**config.mk**
```make
export PLATFORM = sky130hd
export DESIGN_NAME = instr_fetch_flat
export DESIGN_NICKNAME = d
export VERILOG_FILES = /design/src/rtl/instr_fetch_if.sv /design/src/rtl/instr_fetch.sv /design/src/flat_wrapper.sv
export SDC_FILE = /design/constraint.sdc
export NUM_CORES = 1
export LEC_CHECK = 0
export CORE_UTILIZATION = 42
export DETAILED_ROUTE_END_ITERATION = 16
export GPL_ROUTABILITY_DRIVEN = 0
export SYNTH_ARGS = -nofsm -noshare
export SYNTH_HDL_FRONTEND = slang
export SYNTH_SLANG_ARGS = --single-unit
```
**constraint.sdc**
```tcl
create_clock -name clk -period 8.1 [get_ports clk]
set_clock_uncertainty 0.1 [all_clocks]
set_input_delay 0.81 -clock clk [delete_from_list [all_inputs] [get_ports clk]]
set_output_delay 0.81 -clock clk [all_outputs]
set_load 0.005 [all_outputs]
```
**src/rtl/instr_fetch_if.sv**
```systemverilog
// Bundle of signals between the fetch stage, instruction memory, the branch
// resolution logic and the decode stage. The fetch stage uses the master
// modport; the environment (memory, redirect source, ID) uses the slave modport.
//
// Handshake rules:
//  - imem_req has no ready: memory takes every request. Responses come back
//    in request order, at least one cycle later, flagged by imem_rvalid.
//  - out_valid/id_ready is a strict valid/ready pair. The head entry moves to
//    ID in a cycle where both are high. out_valid never depends on id_ready.
//    out_valid is forced low in any cycle where redirect_valid is high.
interface instr_fetch_if;
  logic        imem_req;
  logic [31:0] imem_addr;
  logic        imem_rvalid;
  logic [31:0] imem_rdata;
  logic        redirect_valid;
  logic [31:0] redirect_pc;
  logic        out_valid;
  logic        id_ready;
  logic [31:0] out_instr;
  logic [31:0] out_pc;

  modport master (
    output imem_req, imem_addr, out_valid, out_instr, out_pc,
    input  imem_rvalid, imem_rdata, redirect_valid, redirect_pc, id_ready
  );

  modport slave (
    input  imem_req, imem_addr, out_valid, out_instr, out_pc,
    output imem_rvalid, imem_rdata, redirect_valid, redirect_pc, id_ready
  );
endinterface

```
**src/rtl/instr_fetch.sv**
```systemverilog
// Instruction fetch stage. Owns the fetch PC, keeps up to two word reads in
// flight to instruction memory and buffers the returned words, each tagged
// with its PC, in a DEPTH-entry FIFO that feeds ID. A redirect flushes the
// FIFO. Responses still owed by memory at that point are counted in r_discard
// and are dropped when they arrive.
//
// Credit rule: a request is issued only if the FIFO has room for every live
// outstanding request (count + inflight < DEPTH). So a live response always
// finds a free slot, and the FIFO never overflows.
module instr_fetch #(
  parameter int          DEPTH    = 4,
  parameter logic [31:0] RESET_PC = 32'h0
) (
  input  logic          clk,
  input  logic          reset,
  instr_fetch_if.master bus
);

  localparam int AW = $clog2(DEPTH);
  localparam int CW = AW + 1;
  localparam int SW = AW + 2;

  // Fetch PC and outstanding-request bookkeeping
  logic [31:0]   r_pc;
  logic [1:0]    r_inflight;
  logic [1:0]    r_discard;
  logic [31:0]   r_if_pc [2];
  logic          r_if_wptr;
  logic          r_if_rptr;

  // Instruction queue
  logic [CW-1:0] r_count;
  logic [AW-1:0] r_wptr;
  logic [AW-1:0] r_rptr;
  logic [31:0]   r_q_instr [DEPTH];
  logic [31:0]   r_q_pc    [DEPTH];

  // Combinational control
  logic          w_redirect;
  logic [2:0]    w_outstanding;
  logic [SW-1:0] w_credit;
  logic          w_issue;
  logic          w_resp_live;
  logic          w_resp_drop;
  logic          w_out_valid;
  logic          w_pop;
  logic [2:0]    w_discard_redir;
  logic [31:0]   w_redirect_pc;

  assign w_redirect    = bus.redirect_valid;
  assign w_redirect_pc = {bus.redirect_pc[31:2], 2'b00};
  assign w_outstanding = {1'b0, r_inflight} + {1'b0, r_discard};
  assign w_credit      = SW'(r_count) + SW'(r_inflight);

  // Issuing is gated by reset so imem_req drops immediately when reset asserts.
  assign w_issue = reset && !w_redirect && (w_outstanding < 3'd2) &&
                   (w_credit < SW'(DEPTH));

  // A response that coincides with a redirect is always dropped. Otherwise it
  // is dropped only when it belongs to an older, flushed request stream.
  assign w_resp_live = bus.imem_rvalid && !w_redirect && (r_discard == 2'd0);
  assign w_resp_drop = bus.imem_rvalid && !w_redirect && (r_discard != 2'd0);

  assign w_out_valid = (r_count != '0) && !w_redirect;
  assign w_pop       = w_out_valid && bus.id_ready;

  assign bus.imem_req  = w_issue;
  assign bus.imem_addr = r_pc;
  assign bus.out_valid = w_out_valid;
  assign bus.out_instr = r_q_instr[r_rptr];
  assign bus.out_pc    = r_q_pc[r_rptr];

  // Stale-response count after a redirect: all requests still owed by memory,
  // minus one if a response is arriving in the redirect cycle itself.
  always_comb begin
    w_discard_redir = w_outstanding;
    if (bus.imem_rvalid && (w_outstanding != 3'd0)) begin
      w_discard_redir = w_outstanding - 3'd1;
    end
  end

  // Fetch PC, in-flight PC FIFO, outstanding counters and queue pointers
  always_ff @(posedge clk or negedge reset) begin
    if (!reset) begin
      r_pc       <= RESET_PC;
      r_inflight <= 2'd0;
      r_discard  <= 2'd0;
      r_if_pc[0] <= 32'h0;
      r_if_pc[1] <= 32'h0;
      r_if_wptr  <= 1'b0;
      r_if_rptr  <= 1'b0;
      r_count    <= '0;
      r_wptr     <= '0;
      r_rptr     <= '0;
    end else if (w_redirect) begin
      r_pc       <= w_redirect_pc;
      r_inflight <= 2'd0;
      r_discard  <= w_discard_redir[1:0];
      r_if_wptr  <= 1'b0;
      r_if_rptr  <= 1'b0;
      r_count    <= '0;
      r_wptr     <= '0;
      r_rptr     <= '0;
    end else begin
      if (w_issue) begin
        r_pc               <= r_pc + 32'd4;
        r_if_pc[r_if_wptr] <= r_pc;
        r_if_wptr          <= ~r_if_wptr;
      end
      if (w_resp_live) begin
        r_if_rptr <= ~r_if_rptr;
        r_wptr    <= r_wptr + AW'(1);
      end
      if (w_resp_drop) begin
        r_discard <= r_discard - 2'd1;
      end
      case ({w_issue, w_resp_live})
        2'b10:   r_inflight <= r_inflight + 2'd1;
        2'b01:   r_inflight <= r_inflight - 2'd1;
        default: r_inflight <= r_inflight;
      endcase
      if (w_pop) begin
        r_rptr <= r_rptr + AW'(1);
      end
      case ({w_resp_live, w_pop})
        2'b10:   r_count <= r_count + CW'(1);
        2'b01:   r_count <= r_count - CW'(1);
        default: r_count <= r_count;
      endcase
    end
  end

  // Queue storage: write the returned word with the PC it was fetched from
  always_ff @(posedge clk or negedge reset) begin
    if (!reset) begin
      for (int i = 0; i < DEPTH; i++) begin
        r_q_instr[i] <= 32'h0;
        r_q_pc[i]    <= 32'h0;
      end
    end else if (w_resp_live) begin
      r_q_instr[r_wptr] <= bus.imem_rdata;
      r_q_pc[r_wptr]    <= r_if_pc[r_if_rptr];
    end
  end

endmodule

```
**src/flat_wrapper.sv**
```systemverilog
// flat-port wrapper written by rule: the top's interface ports become plain ports
module instr_fetch_flat 
#(
  parameter int          DEPTH    = 4,
  parameter logic [31:0] RESET_PC = 32'h0
)
  (clk, reset, bus_imem_req, bus_imem_addr, bus_out_valid, bus_out_instr, bus_out_pc, bus_imem_rvalid, bus_imem_rdata, bus_redirect_valid, bus_redirect_pc, bus_id_ready);
  instr_fetch_if bus_i ();
  input  logic clk;
  input  logic reset;
  output wire logic [$bits(bus_i.imem_req)-1:0] bus_imem_req;
  output wire logic [$bits(bus_i.imem_addr)-1:0] bus_imem_addr;
  output wire logic [$bits(bus_i.out_valid)-1:0] bus_out_valid;
  output wire logic [$bits(bus_i.out_instr)-1:0] bus_out_instr;
  output wire logic [$bits(bus_i.out_pc)-1:0] bus_out_pc;
  input wire logic [$bits(bus_i.imem_rvalid)-1:0] bus_imem_rvalid;
  input wire logic [$bits(bus_i.imem_rdata)-1:0] bus_imem_rdata;
  input wire logic [$bits(bus_i.redirect_valid)-1:0] bus_redirect_valid;
  input wire logic [$bits(bus_i.redirect_pc)-1:0] bus_redirect_pc;
  input wire logic [$bits(bus_i.id_ready)-1:0] bus_id_ready;
  assign bus_imem_req = bus_i.imem_req;
  assign bus_imem_addr = bus_i.imem_addr;
  assign bus_out_valid = bus_i.out_valid;
  assign bus_out_instr = bus_i.out_instr;
  assign bus_out_pc = bus_i.out_pc;
  assign bus_i.imem_rvalid = bus_imem_rvalid;
  assign bus_i.imem_rdata = bus_imem_rdata;
  assign bus_i.redirect_valid = bus_redirect_valid;
  assign bus_i.redirect_pc = bus_redirect_pc;
  assign bus_i.id_ready = bus_id_ready;
  instr_fetch #(.DEPTH(DEPTH), .RESET_PC(RESET_PC)) u_core (.clk(clk), .reset(reset), .bus(bus_i));
endmodule
```
==> results.md <==
* CORE AREA at ~37000 sq um
* Dpl hpwl at about 22000 um
* Yosys warns at 0
* DRC at 0
* Data arrival time of the worst path at 3.35 ns
* Detailed router's first-iteration violation count at 626
* Fin crit share at 52.5%
* Antenna Cells at 0
* Synth top area share at 55.7%
* Initial core utilization at 42.8%
* P_leak at slightly above 8 nW
* #FFs+latches synth at 351
* Final Instance Area at 19000 sq um
* Final Core Density at 51.7%
* Post-CTS Hold Buffers at 0
* Syn-to-layout area delta at 20.7%
* PortBufs at 160
* Routed WL per cell at 19.3 um
* Setup TNS at 0 ns
* Cell Pwr Density at between 300 and 400 nW/um^2
* Syn avg cell area at 12.8 sq um
* Tmin final at 4.26 ns
* H-tree level count at 2
* Deepest clock path buffer count at 3
* Pin count of the biggest net entering global routing at 162
* Maximum capacitance violations at 0
* Setup violators final at 0
* Vias in the first global route at 10525
* Max-slew headroom at between 20% and 30%
* Wire length of the first global-routing pass at 58500 um
* Ys async rst share at 100%
* Post-synth EDFFs at 0
* Min Hold Slack at between 0.06 and 0.07 ns
* Distinct cells, synth at 57
* Number of clock sinks at about 350
* CTS buffer count at 39
* Max IR drop VDD at 0.131 mV
* WP data required at approximately 7.2 ns
* Post-Syn Instances at 1231
* CTS tree: built
* Max Fclk at 0.235 GHz
* CP max FO at 6
* Max Slew Vio Count at 0
* Reg clk slew, reported paths at around 0.06 ns
* Register area share after synthesis at 55.7%
* Initial antenna violation count at 0
* Most common flop cell mapped by yosys: dfrtp_1
* First-pass DRT Iterations at 6
* Clock root buffer: clkbuf_16
* Proportion of layout cells with a drive suffix above 1 at 24.6%
* CP Class: reg -> out
* Final hold viol count at 0
* Die span in y at just under 200 um
* Via density at between 5 and 6
* Total number of vias at 10287
* Startpoint types: flip-flop
* Most frequent cells in the layout: 348 x dfrtp_1, 189 x mux2_2, 158 x clkdlybuf4s50_1
* Post-CTS Setup Bufs at 0
* Worst slew pin tran at 1.05 ns
* Die area at 38300 sq um
* Run status: finished clean
* Clock latency on the worst-skew pair at 0.54 ns
* Critical Path Sink Type: output port
* Min-Delay Path Class: in -> async
* Row count at 70
* Final WL at 35900 um
* Largest area contributor in the netlist: dfrtp_1
* Mapped Area at about 16000 sq um
* Commonest non-fill, non-tap cell in the layout: dfrtp_1
* Unrepaired setup endpoints after global routing: false
* Post-CTS Resized at 0
* Grt total ovfl at 0
* Top post-synthesis cells by area: dfrtp_1 56%, mux2_2 14%, mux4_2 8.9%, o21ai_0 4.1%, nand2_1 3.6%
* Die width at 196 um
* Ports at 167
* DP Area at 17700 sq um
* Total GRT Usage at 19.3%
* Final ANT Viol Nets at 0
* Final nets at approximately 1400
==> report_power, final <==
part           total [W]  internal [W]  switching, W
Sequential       0.00266       0.00230      0.000363
Combinational    0.00202       0.00120      0.000819
Clock            0.00174       0.00104      0.000701
Total            0.00642       0.00454       0.00188
==> critical path: stages (launching register included) <==
cell and delay [ns]:
dfrtp_1 0.46, ha_1 0.19, inv_1 0.05, fa_1 0.54
nand3_1 0.24, nor4_1 0.70, clkdlybuf4s50_1 0.64
==> registers in the layout, indices dropped and copies added (netlist names) <==
name	flops
u_core.r_wptr	2
u_core.r_count	3
u_core.r_if_wptr	1
u_core.bus.imem_addr	30
u_core.r_q_instr	128
u_core.r_discard	2
u_core.r_rptr	2
u_core.r_if_pc	60
u_core.r_q_pc	120
u_core.r_inflight	2
u_core.r_if_rptr	1
==> logic make-up (layout without fill, tap and decap cells) <==
| group | after synthesis | after routing | synth area share (%) |
|---|---|---|---|
| fa+ha+maj | 11 | 11 | 0.969 |
| xor+xnor | 13 | 13 | 0.722 |
| other cells | 1 | 4 | 0.0238 |
| buf+inv | 102 | 256 | 2.61 |
| simple gates | 282 | 282 | 8.69 |
| compound gates | 186 | 186 | 6.72 |
| flops | 351 | 351 | 55.7 |
| mux | 285 | 285 | 24.5 |
==> final cells by class <==
cell class	instances	area, sq um
clock buffers	61	1150
clock inverters	11	126
fillers	3211	17800
inverters	10	37.5
multi-input cells	781	6610
flip-flops and latches	351	8790
well taps	468	586
repair buffers	174	1720
==> worst paths after layout <==
check,start,to,cells past startpoint,slack [ns]
worst max-delay path,u_core.r_inflight[0],bus_imem_req,6,3.84
worst min-delay path,reset,u_core.r_q_instr[7],1,0.06
worst max register to register,u_core.r_inflight[0],u_core.bus.imem_addr[24],7,4.78
worst min register to register,u_core.r_q_pc[119],u_core.r_q_pc[119],2,0.37
max in group asynchronous,reset,u_core.r_rptr[0],3,5.69
min in group clk,u_core.r_q_pc[119],u_core.r_q_pc[119],2,0.37
==> cells in the mapped netlist, types with 5 or more instances <==
cell and instances:
mux2_2 189, a21oi_1 5, nand4_1 13, or4_1 18
nor4_1 8, mux2i_1 34, mux4_2 62, nor2_1 32
buf_2 11, o31ai_1 18, xnor2_1 9, nand2_1 150
clkbuf_1 74, o21ai_0 130, inv_1 10, nand3_1 23
and3_1 5, a31oi_1 15, ha_1 9, dfrtp_1 351
==> stage by stage <==
stage / power [W] / setup slack [ns] / instances
after global placement: 0.00467 / 4.38 / 1784
after floorplan: 0.00385 / 5.17 / 1234
after detailed placement: 0.00475 / 4.40 / 1784
after global routing: 0.00683 / 3.68 / 1856
final: 0.00642 / 3.84 / 1856
after CTS: 0.00652 / 3.83 / 1856
==> metal layers <==
layer	track usage [%]	wire length, um	share of wire, %
met1	28.0	16800	47
met2	30.3	16600	46
met3	3.11	1740	4.8
met4	5.30	759	2.1
met5	0	0	0
(Power assumes the default switching activity.)
==> patch 1, RTL diff (same flow settings) <==
`DEPTH` is set to 4 in 2 places; all go to 2.
--- a/src/rtl/instr_fetch.sv
+++ b/src/rtl/instr_fetch.sv
@@ -9,5 +9,5 @@
 // finds a free slot, and the FIFO never overflows.
 module instr_fetch #(
-  parameter int          DEPTH    = 4,
+  parameter int          DEPTH    = 2,
   parameter logic [31:0] RESET_PC = 32'h0
 ) (
--- a/src/flat_wrapper.sv
+++ b/src/flat_wrapper.sv
@@ -2,5 +2,5 @@
 module instr_fetch_flat 
 #(
-  parameter int          DEPTH    = 4,
+  parameter int          DEPTH    = 2,
   parameter logic [31:0] RESET_PC = 32'h0
 )
Function: changed (Yosys sat finds a counterexample within 4 cycles, from zero or initial values and one cycle with reset low).
==> patch 1 against the original RTL <==
- final area shrank 33%
- worst setup slack worse by 0.054 ns
- synthesized area decreased by 35%
- total power fell by 29%
- maximum frequency shrank 1.2%
- wire length is 36% lower
- final cell count decreased by 29%
- sequential cell count decreased by 127
- global-route usage is 0.29 points lower
- clock power decreased by 38%
- critical path type unchanged
- largest cell class unchanged
- largest power group unchanged
- highest routed layer unchanged
==> patch 1: results (changes against the original RTL) <==
- Outcome: finished clean (unchanged)
- Arrival time at the worst endpoint: 3.40 ns (was 3.35 ns)
- Flop-to-flop setup slack: 4.42 ns (was 4.78 ns)
- Post-synth ARST share: 1.000 (unchanged)
- Worst-Skew Late Latency: 0.51 ns (was 0.54 ns)
- Peak per-stage delay on the critical path: 0.60 ns (was 0.70 ns)
- Met2 Wirelength: 10230 um (was 16560 um)
- Number of buffers created by CTS: 25 (was 39)
- Relative slew margins: 0.2974 (was 0.2924)
- Worst path slowest cell: clkdlybuf4s50_1 (was nor4_1)
- Type of the worst min-delay path: in2async (unchanged)
- Root buffer cell: clkbuf_16 (unchanged)
- Post-CTS sizing: 0 (unchanged)
- HPWL Detailed: 14640 um (was 22360 um)
- Largest regs: u_core.r_q_instr x64, u_core.r_if_pc x60, u_core.r_q_pc x60 (was u_core.r_q_instr x128, u_core.r_q_pc x120, u_core.r_if_pc x60)
- Largest net degree at the start of global routing: 93 (was 162)
- Number of enable flip-flop cells after synthesis: 0 (unchanged)
- Synth area leaders: dfrtp_1, mux2_2, mux2i_1 (was dfrtp_1, mux2_2, mux4_2)
- Commonest cells post-synth: dfrtp_1, mux2_2, nand2_1, nor2_1, o21ai_0 (was dfrtp_1, mux2_2, nand2_1, o21ai_0, clkbuf_1)
- Fraction of layout cells with a size suffix above 1: 0.2388 (was 0.2464)
- Switching part of the total: 0.2990 (was 0.2930)
- Peak VDD IR: 153.2 uV (was 131.0 uV)
- DRT iter0 DRCs: 347 (was 626)
- H-tree depth: 1 (was 2)
- Initial antenna violation count: 0 (unchanged)
- Diode count: 0 (unchanged)
- Via count: 6960 (was 10290)
- Clock Tree Buf Depth: 3 (unchanged)
- LEAKAGE: 5.434 nW (was 8.165 nW)
- Vias in the first global route: 6884 (was 10530)
- Sequential share of the synthesized area: 0.5514 (was 0.5573)
- Worst-path clk slew: 0.06 ns (about the same)
- Met3 Wirelength: 1197 um (was 1736 um)
- Drt wl/cell: 17.45 um (was 19.34 um)
- Final nets: 1063 (was 1437)
- First-pass DRT Iterations: 4 (was 6)
- Post-CTS setup buffers: 0 (unchanged)
- WHS: 0.2181 ns (was 0.06219 ns)
- First-pass GRT wire length: 37220 um (was 58500 um)
- # port buffers: 160 (unchanged)
- Worst-path fanout max: 32 (was 6)
- Synth Warn #: 0 (unchanged)
- Met1 wire length: 11280 um (was 16840 um)
- Top Layer Used: met4 (unchanged)
- Unique masters post-synth: 51 (was 57)
- Gr usage total: 0.1905 (was 0.1934)
- CP Launch Point: u_core.r_inflight[0]$_DFFE_PN0P_ (unchanged)
==> patch 1: critical path: cells and delay by family, from the launching register on <==
| kind | cells | cell delay [ns] |
|---|---|---|
| buf+inv | 4 | 1.28 |
| fa+ha+maj | 2 | 0.76 |
| simple gates | 2 | 0.43 |
| flops | 1 | 0.40 |
==> patch 1: power groups by stage <==
stage | sequential [mW] | combinational, mW | clock, mW
floorplan | 1.77 | 1.00 | 0
global placement | 1.89 | 1.59 | 0
detailed placement | 1.90 | 1.61 | 0
CTS | 1.88 | 1.62 | 1.12
global route | 1.95 | 1.77 | 1.16
finish | 1.88 | 1.59 | 1.08
==> patch 1: path summary, 6_finish.rpt <==
path / to / depth (start not counted)
max: bus_imem_req / 8
min: u_core.r_q_instr[8]$_DFFE_PN0P_ / 1
max reg2reg: u_core.r_if_pc[21]$_DFFE_PN0P_ / 9
min reg2reg: u_core.r_q_pc[4]$_DFFE_PN0P_ / 2
max in group asynchronous: u_core.r_q_pc[4]$_DFFE_PN0P_ / 2
min in group clk: u_core.r_q_pc[4]$_DFFE_PN0P_ / 2
==> patch 1: routing by layer <==
metal  track usage  vias up
met3       0.03258       31
met2        0.2973      194
li1              -     3298
met4       0.05409        0
met1        0.2725     3437
met5             0        -
==> patch 1: cell type report <==
class                      instances  area, um^2
clock inverter                     9       95.09
tap                              319       399.1
inverter                          13       48.80
sequential                       224        5608
timing repair buffer             169        1669
multi-input combinational        555        4285
fill                            2104       10820
clock buffer                      35       683.2
==> patch 1: cells by family after synthesis <==
logic type | Yosys count | synth area share
multiplexers | 215 | 0.2341
AO/OA/AOI/OAI | 124 | 0.07434
adder cells (fa/ha/maj) | 6 | 0.008862
buffers and inverters | 69 | 0.03015
other | 1 | 0.0003689
XOR/XNOR | 13 | 0.01120
AND/OR/NAND/NOR | 193 | 0.08960
flip-flops | 224 | 0.5514
==> patch 1: per-stage QoR <==
| step | worst slack (ns) | area (um^2) | instances | power [mW] |
|---|---|---|---|---|
| finish | 3.790 | 12790 | 1324 | 4.559 |
| global route | 3.605 | 12790 | 1324 | 4.875 |
| CTS | 3.752 | 12790 | 1324 | 4.619 |
| detailed placement | 4.045 | 12010 | 1280 | 3.512 |
| global placement | 4.038 | 12010 | 1280 | 3.482 |
| floorplan | 5.294 | 10180 | 848 | 2.773 |
==> patch 2, RTL diff (config.mk and constraints unchanged) <==
Made on the original files. Make the reset (`reset`) synchronous in 2 clocked blocks.
--- a/src/rtl/instr_fetch.sv
+++ b/src/rtl/instr_fetch.sv
@@ -81,5 +81,5 @@
 
   // Fetch PC, in-flight PC FIFO, outstanding counters and queue pointers
-  always_ff @(posedge clk or negedge reset) begin
+  always_ff @(posedge clk) begin
     if (!reset) begin
       r_pc       <= RESET_PC;
@@ -132,5 +132,5 @@
 
   // Queue storage: write the returned word with the PC it was fetched from
-  always_ff @(posedge clk or negedge reset) begin
+  always_ff @(posedge clk) begin
     if (!reset) begin
       for (int i = 0; i < DEPTH; i++) begin
Function: differs if reset is asserted again (counterexample within 4 cycles, from zero or initial values and one cycle with reset low); with reset held inactive, the same outputs for 4 cycles.
==> patch 2 against the original RTL <==
- sequential share of layout area increased by 7.7 points
- global-route usage decreased by 0.34 points
- worst setup slack worse by 0.39 ns
- final cell count fell by 2.3%
- via count decreased by 6.1%
- highest routed layer unchanged
- wire length down 1.9%
- maximum frequency decreased by 8.4%
- final area down 0.76%
- synthesized area down 1.0%
- critical path type unchanged
- utilization shrank 0.15 points
- sequential cell count increased by 3
- non-clock buffer count rose by 6
- critical path depth rose by 3
Power is not compared: it rests on default switching activity, and its combinational part moved more than twofold at a synthesized area within 25%.
==> patch 2: results (changes against the original RTL) <==
- Outcome: finished clean (unchanged)
- Arrival time at the worst endpoint: 3.74 ns (was 3.35 ns)
- Post-CTS sizing: 0 (unchanged)
- HPWL Detailed: 20250 um (was 22360 um)
- Largest net degree at the start of global routing: 64 (was 162)
- Post-CTS setup buffers: 0 (unchanged)
- Initial antenna violation count: 0 (unchanged)
- Fraction of layout cells with a size suffix above 1: 0.1167 (was 0.2464)
- Peak VDD IR: 130.3 uV
- Number of cells on the worst reg-to-reg path: 10 (was 7)
- Total Routed Length: 35200 um (was 35890 um)
- Largest regs: u_core.r_q_instr x128, u_core.r_q_pc x120, u_core.r_if_pc x60 (unchanged)
- Relative slew margins: 0.3404 (was 0.2924)
- P_sw: approximately 990 uW
- Root buffer cell: clkbuf_16 (unchanged)
- Placed cell areas: 17620 um^2 (was 17740 um^2)
- Syn Inst Count: 1175 (was 1231)
- Post-synth ARST share: 0 (was 1.000)
- # port buffers: 160 (unchanged)
- First-pass DRT Iterations: 5 (was 6)
- Compound-gate portion of the synthesized area: 0.03723 (was 0.06724)
- First-pass GRT wire length: 55850 um (was 58500 um)
- Sequential share of the synthesized area: 0.6521 (was 0.5573)
- Type of the worst min-delay path: reg2reg (was in2async)
- H-tree depth: 2 (unchanged)
- Number of enable flip-flop cells after synthesis: 308 (was 0)
- DRT iter0 DRCs: 643 (was 626)
- XOR/XNOR share of the synthesized area: 0.009547 (was 0.007225)
- Post-synthesis mux area share: 0.1094 (was 0.2452)
- Gr usage total: 0.1900 (was 0.1934)
- Unique masters post-synth: 55 (was 57)
- Worst-path clk slew: 0.06 ns (about the same)
- Place WS: 3.679 ns (was 4.405 ns)
- Commonest cells post-synth: edfxtp_1, nor2_1, inv_1, and3_1, mux4_2 (was dfrtp_1, mux2_2, nand2_1, o21ai_0, clkbuf_1)
- Worst-path fanout max: 63 (was 6)
- Vias in the first global route: 9873 (was 10530)
- Hold path cells: 2
- Clock Tree Buf Depth: 3 (unchanged)
- Post-synthesis adder-cell area fraction: 0.008184 (was 0.009686)
- Synth area leaders: edfxtp_1, mux4_2, dfxtp_1 (was dfrtp_1, mux2_2, mux4_2)
- Diode count: 0 (unchanged)
- LEAKAGE: 7.137 nW
- Post-Place Cells: 1741 (was 1784)
- Number of buffers created by CTS: 39 (unchanged)
- Non-filler instance count after layout: 1813 (was 1856)
- Worst-Skew Late Latency: 0.53 ns
- Synth Warn #: 0 (unchanged)
- Final nets: 1392 (was 1437)
- WHS: 0.4052 ns (was 0.06219 ns)
- Vias/cell: 5.330 (was 5.543)
## patch 2: cell types whose count changed in the layout (fill, tap and decap cells not counted), moves of 44 or more
cell,unedited run,this run
and3_1,5,64
dfrtp_1,348,0
dfxtp_1,0,44
edfxtp_1,0,308
inv_1,10,75
mux2_2,189,0
nand2_1,146,53
nor2_1,32,204
o21ai_0,130,36
## patch 2: per-layer routing
layer	vias up	track usage	part of all wire
met2	285	0.3147	0.48
met1	4734	0.2619	0.44
met5	-	0	0
li1	4590	-	-
met3	54	0.03019	0.063
met4	0	0.04674	0.018
## patch 2: final timing paths
check / from / endpoint / slack [ns]
min: u_core.r_wptr[1]$_SDFFE_PP0P_ / u_core.r_wptr[1]$_SDFFE_PP0P_ / 0.41
min reg2reg: u_core.r_wptr[1]$_SDFFE_PP0P_ / u_core.r_wptr[1]$_SDFFE_PP0P_ / 0.41
max reg2reg: u_core.r_inflight[0]$_SDFFE_PP0P_ / u_core.bus.imem_addr[31]$_SDFFE_PN0P_ / 5.03
max: u_core.r_inflight[0]$_SDFFE_PP0P_ / bus_imem_req / 3.45
## patch 2: layout make-up
cell class / count / area, um^2
inverter: 76 / 285.3
sequential: 354 / 10170
tap: 468 / 585.6
timing repair buffer: 180 / 1752
clock inverter: 23 / 200.2
clock buffer: 49 / 1055
multi-input combinational: 663 / 4822
fill: 3127 / 17740
## patch 2: logic make-up (layout without fill, tap and decap cells)
group | Yosys count | count (layout)
XOR/XNOR | 17 | 17
multiplexers | 93 | 93
AND/OR/NAND/NOR | 448 | 448
buffers and inverters | 161 | 328
adder cells (fa/ha/maj) | 9 | 9
AO/OA/AOI/OAI | 92 | 92
other | 1 | 4
flip-flops | 354 | 354
## patch 2: power groups by stage
stage	sequential (mW)	combinational (mW)	clock, mW
2_1_floorplan	2.17	0.235	0
3_3_place_gp	2.18	0.415	0
3_5_place_dp	2.18	0.419	0
4_1_cts	2.15	0.421	1.76
5_1_grt	2.16	0.454	1.83
6_report	2.14	0.414	1.72
## patch 2: worst max-delay path: stages (launching register included)
cell and delay (ns):
dfxtp_1 0.43, ha_1 0.18, inv_1 0.04, fa_1 0.54
and4bb_1 0.52, nand3_1 0.13, buf_4 0.22, inv_2 0.05
buf_4 0.41, clkdlybuf4s50_1 0.64
